<file path="config.mk">
export PLATFORM = sky130hd
export DESIGN_NAME = osc_clk_sequencer_flat
export DESIGN_NICKNAME = d
export VERILOG_FILES = /design/src/rtl/osc_clk_sequencer_if.sv /design/src/rtl/osc_clk_sequencer.sv /design/src/flat_wrapper.sv
export SDC_FILE = /design/constraint.sdc
export NUM_CORES = 1
export LEC_CHECK = 0
export CELL_PAD_IN_SITES_DETAIL_PLACEMENT = 0
export CELL_PAD_IN_SITES_GLOBAL_PLACEMENT = 1
export CORE_ASPECT_RATIO = 0.5
export CORE_MARGIN = 1
export CORE_UTILIZATION = 50
export CTS_BUF_LIST = sky130_fd_sc_hd__clkbuf_8
export DETAILED_ROUTE_END_ITERATION = 10
export HOLD_SLACK_MARGIN = 0.15
export PLACE_DENSITY_LB_ADDON = 0.1
export RECOVER_POWER = 25
export SLEW_MARGIN = 10
export SYNTH_ARGS = -nofsm -noshare
export SYNTH_HDL_FRONTEND = slang
export SYNTH_SLANG_ARGS = --single-unit
</file>
<file path="constraint.sdc">
create_clock -name clk -period 4 [get_ports clk]
set_input_delay 0.4 -clock clk [delete_from_list [all_inputs] [get_ports clk]]
set_output_delay 0.4 -clock clk [all_outputs]
set_load 0.02 [all_outputs]
</file>
<file path="src/rtl/osc_clk_sequencer_if.sv">
// Control bundle for the oscillator clock sequencer: divider reconfiguration
// handshake and the DRAM/video hold request.
interface osc_clk_sequencer_if #(
  parameter int unsigned DIV_W = 8
);
  logic             cfg_valid;
  logic [DIV_W-1:0] cfg_cpu_div;
  logic [DIV_W-1:0] cfg_pix_div;
  logic             cfg_ready;
  logic             hold_req;
  logic             hold_ack;

  modport master (
    output cfg_valid,
    output cfg_cpu_div,
    output cfg_pix_div,
    output hold_req,
    input  cfg_ready,
    input  hold_ack
  );

  modport slave (
    input  cfg_valid,
    input  cfg_cpu_div,
    input  cfg_pix_div,
    input  hold_req,
    output cfg_ready,
    output hold_ack
  );
endinterface

</file>
<file path="src/rtl/osc_clk_sequencer.sv">
// Startup sequencer and CPU/pixel clock-enable generator running off the on-chip
// oscillator: settle wait, system reset stretch, then divided enable strobes.
module osc_clk_sequencer #(
  parameter int unsigned SETTLE_CYCLES = 1024,
  parameter int unsigned RST_HOLD      = 16,
  parameter int unsigned DIV_W         = 8,
  parameter int unsigned CPU_DIV_INIT  = 8,
  parameter int unsigned PIX_DIV_INIT  = 3
) (
  input  logic                  clk,
  input  logic                  rst_n,
  osc_clk_sequencer_if.slave    ctrl,
  output logic                  sys_rst_n,
  output logic                  cpu_ce,
  output logic                  pix_ce,
  output logic                  seq_ready
);

  localparam int unsigned CNT_MAX = (SETTLE_CYCLES > RST_HOLD) ? SETTLE_CYCLES : RST_HOLD;
  localparam int unsigned CNT_W   = (CNT_MAX > 2) ? $clog2(CNT_MAX) : 1;

  typedef enum logic [1:0] {
    StSettle,
    StHold,
    StRun,
    StReconf
  } state_e;

  state_e             state_q, state_d;
  logic [CNT_W-1:0]   cnt_q, cnt_d;
  logic [DIV_W-1:0]   cpu_div_q, cpu_div_d;
  logic [DIV_W-1:0]   pix_div_q, pix_div_d;
  logic [DIV_W-1:0]   cpu_cnt_q, cpu_cnt_d;
  logic [DIV_W-1:0]   pix_cnt_q, pix_cnt_d;
  logic               sys_rst_n_q, sys_rst_n_d;
  logic               seq_ready_q, seq_ready_d;
  logic               cpu_ce_q, cpu_ce_d;
  logic               pix_ce_q, pix_ce_d;
  logic               cfg_ready_q, cfg_ready_d;
  logic               hold_ack_q, hold_ack_d;

  always_comb begin
    state_d     = state_q;
    cnt_d       = cnt_q;
    cpu_div_d   = cpu_div_q;
    pix_div_d   = pix_div_q;
    cpu_cnt_d   = cpu_cnt_q;
    pix_cnt_d   = pix_cnt_q;
    sys_rst_n_d = sys_rst_n_q;
    seq_ready_d = seq_ready_q;
    cpu_ce_d    = 1'b0;
    pix_ce_d    = 1'b0;
    cfg_ready_d = 1'b0;
    hold_ack_d  = 1'b0;

    unique case (state_q)
      StSettle: begin
        if (cnt_q == CNT_W'(SETTLE_CYCLES - 1)) begin
          state_d = StHold;
          cnt_d   = '0;
        end else begin
          cnt_d = cnt_q + 1'b1;
        end
      end

      StHold: begin
        if (cnt_q == CNT_W'(RST_HOLD - 1)) begin
          state_d     = StRun;
          cnt_d       = '0;
          sys_rst_n_d = 1'b1;
          seq_ready_d = 1'b1;
        end else begin
          cnt_d = cnt_q + 1'b1;
        end
      end

      StRun: begin
        hold_ack_d = ctrl.hold_req;
        // Reconfiguration wins over hold; counters restart from zero with the new dividers.
        if (ctrl.cfg_valid) begin
          state_d     = StReconf;
          cfg_ready_d = 1'b1;
          cpu_div_d   = ctrl.cfg_cpu_div;
          pix_div_d   = ctrl.cfg_pix_div;
          cpu_cnt_d   = '0;
          pix_cnt_d   = '0;
        end else begin
          pix_ce_d  = (pix_cnt_q == pix_div_q);
          pix_cnt_d = pix_ce_d ? '0 : pix_cnt_q + 1'b1;
          if (!ctrl.hold_req) begin
            cpu_ce_d  = (cpu_cnt_q == cpu_div_q);
            cpu_cnt_d = cpu_ce_d ? '0 : cpu_cnt_q + 1'b1;
          end
        end
      end

      StReconf: begin
        hold_ack_d = ctrl.hold_req;
        state_d    = StRun;
      end

      default: state_d = StSettle;
    endcase
  end

  always_ff @(posedge clk or negedge rst_n) begin
    if (!rst_n) begin
      state_q     <= StSettle;
      cnt_q       <= '0;
      cpu_div_q   <= DIV_W'(CPU_DIV_INIT);
      pix_div_q   <= DIV_W'(PIX_DIV_INIT);
      cpu_cnt_q   <= '0;
      pix_cnt_q   <= '0;
      sys_rst_n_q <= 1'b0;
      seq_ready_q <= 1'b0;
      cpu_ce_q    <= 1'b0;
      pix_ce_q    <= 1'b0;
      cfg_ready_q <= 1'b0;
      hold_ack_q  <= 1'b0;
    end else begin
      state_q     <= state_d;
      cnt_q       <= cnt_d;
      cpu_div_q   <= cpu_div_d;
      pix_div_q   <= pix_div_d;
      cpu_cnt_q   <= cpu_cnt_d;
      pix_cnt_q   <= pix_cnt_d;
      sys_rst_n_q <= sys_rst_n_d;
      seq_ready_q <= seq_ready_d;
      cpu_ce_q    <= cpu_ce_d;
      pix_ce_q    <= pix_ce_d;
      cfg_ready_q <= cfg_ready_d;
      hold_ack_q  <= hold_ack_d;
    end
  end

  assign sys_rst_n      = sys_rst_n_q;
  assign seq_ready      = seq_ready_q;
  assign cpu_ce         = cpu_ce_q;
  assign pix_ce         = pix_ce_q;
  assign ctrl.cfg_ready = cfg_ready_q;
  assign ctrl.hold_ack  = hold_ack_q;

endmodule

</file>
<file path="src/flat_wrapper.sv">
// flat-port wrapper written by rule: the top's interface ports become plain ports
module osc_clk_sequencer_flat 
#(
  parameter int unsigned SETTLE_CYCLES = 1024,
  parameter int unsigned RST_HOLD      = 16,
  parameter int unsigned DIV_W         = 8,
  parameter int unsigned CPU_DIV_INIT  = 8,
  parameter int unsigned PIX_DIV_INIT  = 3
)
  (clk, rst_n, sys_rst_n, cpu_ce, pix_ce, seq_ready, ctrl_cfg_valid, ctrl_cfg_cpu_div, ctrl_cfg_pix_div, ctrl_hold_req, ctrl_cfg_ready, ctrl_hold_ack);
  osc_clk_sequencer_if #(.DIV_W(DIV_W)) ctrl_i ();
  input  logic clk;
  input  logic rst_n;
  output logic sys_rst_n;
  output logic cpu_ce;
  output logic pix_ce;
  output logic seq_ready;
  input wire logic [$bits(ctrl_i.cfg_valid)-1:0] ctrl_cfg_valid;
  input wire logic [$bits(ctrl_i.cfg_cpu_div)-1:0] ctrl_cfg_cpu_div;
  input wire logic [$bits(ctrl_i.cfg_pix_div)-1:0] ctrl_cfg_pix_div;
  input wire logic [$bits(ctrl_i.hold_req)-1:0] ctrl_hold_req;
  output wire logic [$bits(ctrl_i.cfg_ready)-1:0] ctrl_cfg_ready;
  output wire logic [$bits(ctrl_i.hold_ack)-1:0] ctrl_hold_ack;
  assign ctrl_i.cfg_valid = ctrl_cfg_valid;
  assign ctrl_i.cfg_cpu_div = ctrl_cfg_cpu_div;
  assign ctrl_i.cfg_pix_div = ctrl_cfg_pix_div;
  assign ctrl_i.hold_req = ctrl_hold_req;
  assign ctrl_cfg_ready = ctrl_i.cfg_ready;
  assign ctrl_hold_ack = ctrl_i.hold_ack;
  osc_clk_sequencer #(.SETTLE_CYCLES(SETTLE_CYCLES), .RST_HOLD(RST_HOLD), .DIV_W(DIV_W), .CPU_DIV_INIT(CPU_DIV_INIT), .PIX_DIV_INIT(PIX_DIV_INIT)) u_core (.clk(clk), .rst_n(rst_n), .ctrl(ctrl_i), .sys_rst_n(sys_rst_n), .cpu_ce(cpu_ce), .pix_ce(pix_ce), .seq_ready(seq_ready));
endmodule
</file>
==> metrics.md <==
| Metric | Value |
|---|---|
| Run status | `finished, violations left` |
| Violations in the final reports | `capacitance limit, slew limit` |
| Diodes inserted | `0` |
| Via/cell ratio | `5.15` |
| PwrDens | `374 mW/mm2` |
| Worst reg2reg startpoint | `u_core.state_q[1]$_DFFE_PN0P_` |
| Number of standard cells in the final layout excluding fillers | `311` |
| Number of standard-cell rows in the floorplan | `17` |
| Synthesized area divided by synthesized cell count | `11.0 um2` |
| Worst-margin pin slew | `2560 ps` |
| Count of instances resized after the clock tree is built | `0` |
| Final Cycle Share | `0.586` |
| Dominant register cell in the synthesized netlist | `sky130_fd_sc_hd__dfrtp_1` |
| Required time of the worst setup path | `3870 ps` |
| Clock transition at the registers of the reported paths | `80 ps` |
| Routed wirelength normalized by instance count | `13.5 um` |
| Clock insertion delay at the later pin of the skew report | `300 ps` |
| Ranking of synthesized cells by area | `sky130_fd_sc_hd__dfrtp_1, sky130_fd_sc_hd__xor2_1, sky130_fd_sc_hd__mux2_2` |
| Depth of the worst register-to-register path | `5` |
| Crit Reg-Reg Endpoint | `u_core.cpu_cnt_q[5]$_DFFE_PN0P_` |
| Count of hold buffers inserted by post-cts repair | `0` |
| Area of the core | `0.00451 mm2` |
| Number of standard cells after synthesis | `218` |
| Final Max Tran Viols | `50` |
| Area growth from synthesis to layout | `16.8%` |
| Unrepaired setup endpoints after global routing | `false` |
| Commonest non-fill, non-tap cell in the layout | `sky130_fd_sc_hd__dfrtp_1` |
| Max Clock Freq | `0.426 GHz` |
| Final setup violating endpoints | `0` |
| Total routed wire length on the met1 layer | `2.07 mm` |
| Vias in the first global route | `1650` |
| CP endpoint kind | `asynchronous set/reset pin` |
| Number of nets produced by synthesis | `241` |
| Detailed-routed wire length on met2 | `1.99 mm` |
| Pleak | `1.23 nW` |
| Number of synthesis warnings | `0` |
| Number of distinct standard cells referenced by the synthesized netlist | `39` |
| Setup total negative slack | `0 ps` |
| Time the worst path needs with I/O delays and setup | `2340 ps` |
| Ports placed on the boundary | `26` |
| CP max FO | `49` |
| Die height | `51.0 um` |
| Skew final | `10.8 ps` |
| Slew headroom | `-0.708` |
| Slowest Stage Delay on Critical Path | `1790 ps` |
| Combined area of all synthesized cells | `0.00240 mm2` |
| Buffers and inverters on the worst path | `1` |
| Cells after DPL | `303` |
| Worst min-delay path endpoint | `u_core.sys_rst_n$_DFFE_PN0P_` |
| Finished Cell Area | `0.00280 mm2` |
| Post-route antenna net violation count | `0` |
| Detailed-routing iteration count for the pre-antenna-repair pass | `4` |
| Async set-or-reset flop fraction in the synthesized netlist | `1.00` |
| Uppermost metal layer occupied by signal nets | `met3` |
| Buffer type at the clock tree root | `sky130_fd_sc_hd__clkbuf_8` |
| Worst endpoint data arrival time | `2210 ps` |
| Worst IR drop on VDD | `0.175 mV` |
| Post-place instance area | `0.00268 mm2` |
| Critical path class | `input pin to asynchronous set/reset pin` |
| Worst hold path startpoint | `u_core.sys_rst_n$_DFFE_PN0P_` |
| Placer congestion estimate | `0.782` |
| Post-route setup slack | `1660 ps` |
| Share of layout cells above drive strength 1 | `0.147` |
| Clock tree buffer depth | `2` |
| Number of enable flip-flop cells after synthesis | `0` |
| Kind of path behind the tightest hold check | `flip-flop to flip-flop` |
| H-Tree Level Count | `2` |
| DR vias | `1601` |
| Count of clock tree sinks | `49` |
| Highest-count cells in the layout ignoring fill and taps | `sky130_fd_sc_hd__dfrtp_1, sky130_fd_sc_hd__clkdlybuf4s50_1, sky130_fd_sc_hd__nand2_1` |
| Total wire length | `4.19 mm` |
| Sequential fraction of the synthesis area | `0.513` |
| Wire length of the first global-routing pass | `7.31 mm` |
| Worst hold-check slack | `492 ps` |
| HPWL reported at the end of detailed placement | `2.92 mm` |
| Total Die Area | `0.00509 mm2` |
| Antenna violations before repair | `0` |
| Crit start category | `input pin` |
| Top cell family by delay on the critical path | `buffers and inverters` |
| Chip width | `100 um` |
| PortBufs | `25` |
| Number of buffers inserted during clock tree synthesis | `5` |
| Final #Nets | `267` |
| CTS tree | `built` |
| Detailed route wirelength on metal3 | `129 um` |
| Hold Path Cell Cnt | `1` |
| GRT overflow | `0` |
| Violation count after the first detailed-route iteration | `39` |
| Number of maximum-capacitance constraint violations | `1` |
| Global-route usage over all layers | `0.186` |
| Cell type with the highest aggregate area in the netlist | `sky130_fd_sc_hd__dfrtp_1` |
| Initial core utilization | `0.532` |
| Top-area cell type share of the netlist area | `0.480` |
| Worst-case register-to-register setup slack | `1950 ps` |
| Number of synthesized register bits | `49` |
| DRC violation count after routing | `0` |
| Final hold violation count | `0` |
| Ordered cell list for the critical path | `clkbuf_1` |
| Master of the slowest instance on the critical path | `sky130_fd_sc_hd__clkbuf_1` |
| Worst slack after detailed placement | `1930 ps` |
| Largest net degree at the start of global routing | `50` |
| Setup Fix Bufs, Post-CTS | `0` |
## worst max-delay path by stage
stage                                    start                         endpoint  slack [ps]  cells past startpoint
5_1_grt                                  rst_n      u_core.cnt_q[3]$_DFFE_PN0P_        1080                      1
4_1_cts          u_core.state_q[1]$_DFFE_PN0P_  u_core.cpu_cnt_q[5]$_DFFE_PN0P_        1960                      5
3_5_place_dp                    ctrl_cfg_valid  u_core.cpu_div_q[6]$_DFFE_PN0P_        1930                      3
6_report                                 rst_n  u_core.pix_cnt_q[4]$_DFFE_PN0N_        1660                      1
2_1_floorplan  u_core.pix_cnt_q[5]$_DFFE_PN0N_  u_core.pix_cnt_q[4]$_DFFE_PN0N_        2400                      6
3_3_place_gp                    ctrl_cfg_valid  u_core.pix_div_q[6]$_DFFE_PN0P_        1990                      3
## layer usage
metal,GRT usage,up-vias
li1,-,807
met2,0.323,16
met3,0.0492,0
met4,0.0294,0
met5,0,-
met1,0.241,778
## logic make-up after synthesis
group	synth area share
flip-flops	0.513
AO/OA/AOI/OAI	0.101
AND/OR/NAND/NOR	0.175
buffers and inverters	0.0224
adder cells (fa/ha/maj)	0.0157
multiplexers	0.0751
XOR/XNOR	0.0986
## Yosys cell counts (3+ instances only)
cell type / number
sky130_fd_sc_hd__dfrtp_1: 46
sky130_fd_sc_hd__nor2_1: 19
sky130_fd_sc_hd__nor4_2: 3
sky130_fd_sc_hd__inv_1: 3
sky130_fd_sc_hd__nand3_1: 9
sky130_fd_sc_hd__ha_1: 3
sky130_fd_sc_hd__nor3_1: 4
sky130_fd_sc_hd__o21ai_0: 14
sky130_fd_sc_hd__a21o_1: 5
sky130_fd_sc_hd__nand4_1: 3
sky130_fd_sc_hd__a211o_1: 5
sky130_fd_sc_hd__xor2_1: 21
sky130_fd_sc_hd__dfstp_2: 3
sky130_fd_sc_hd__mux2_2: 16
sky130_fd_sc_hd__nand2b_1: 3
sky130_fd_sc_hd__nand2_1: 22
sky130_fd_sc_hd__xnor2_1: 6
sky130_fd_sc_hd__nor2b_1: 3
## cell type report
class | instances | area [um2]
Fill cell | 393 | 1710
Sequential cell | 49 | 1230
Multi-Input combinational cell | 160 | 1110
Timing Repair Buffer | 25 | 244
Clock buffer | 6 | 82.6
Tap cell | 66 | 82.6
Clock inverter | 2 | 37.5
Inverter | 3 | 11.3
## where the power goes
part / switching, mW / internal (mW)
sequential: 0.0276 / 0.531
clock: 0.163 / 0.203
combinational: 0.0571 / 0.0649
total: 0.248 / 0.799
## metrics by stage
| stage | utilization | power, mW |
|---|---|---|
| floorplan | - | 0.644 |
| finish | 0.622 | 1.05 |
| global placement | 0.595 | 0.688 |
| global route | 0.622 | 1.10 |
| CTS | 0.622 | 1.06 |
| detailed placement | 0.595 | 0.692 |
## flip-flops by register name, indices dropped and copies added (netlist names)
signal,cells
u_core.pix_ce,1
u_core.ctrl.cfg_ready,1
u_core.cpu_cnt_q,8
u_core.pix_div_q,8
u_core.cpu_ce,1
u_core.state_q,2
u_core.cnt_q,10
u_core.pix_cnt_q,8
u_core.sys_rst_n,1
u_core.cpu_div_q,8
u_core.ctrl.hold_ack,1
Power figures use the tool's default switching activity.
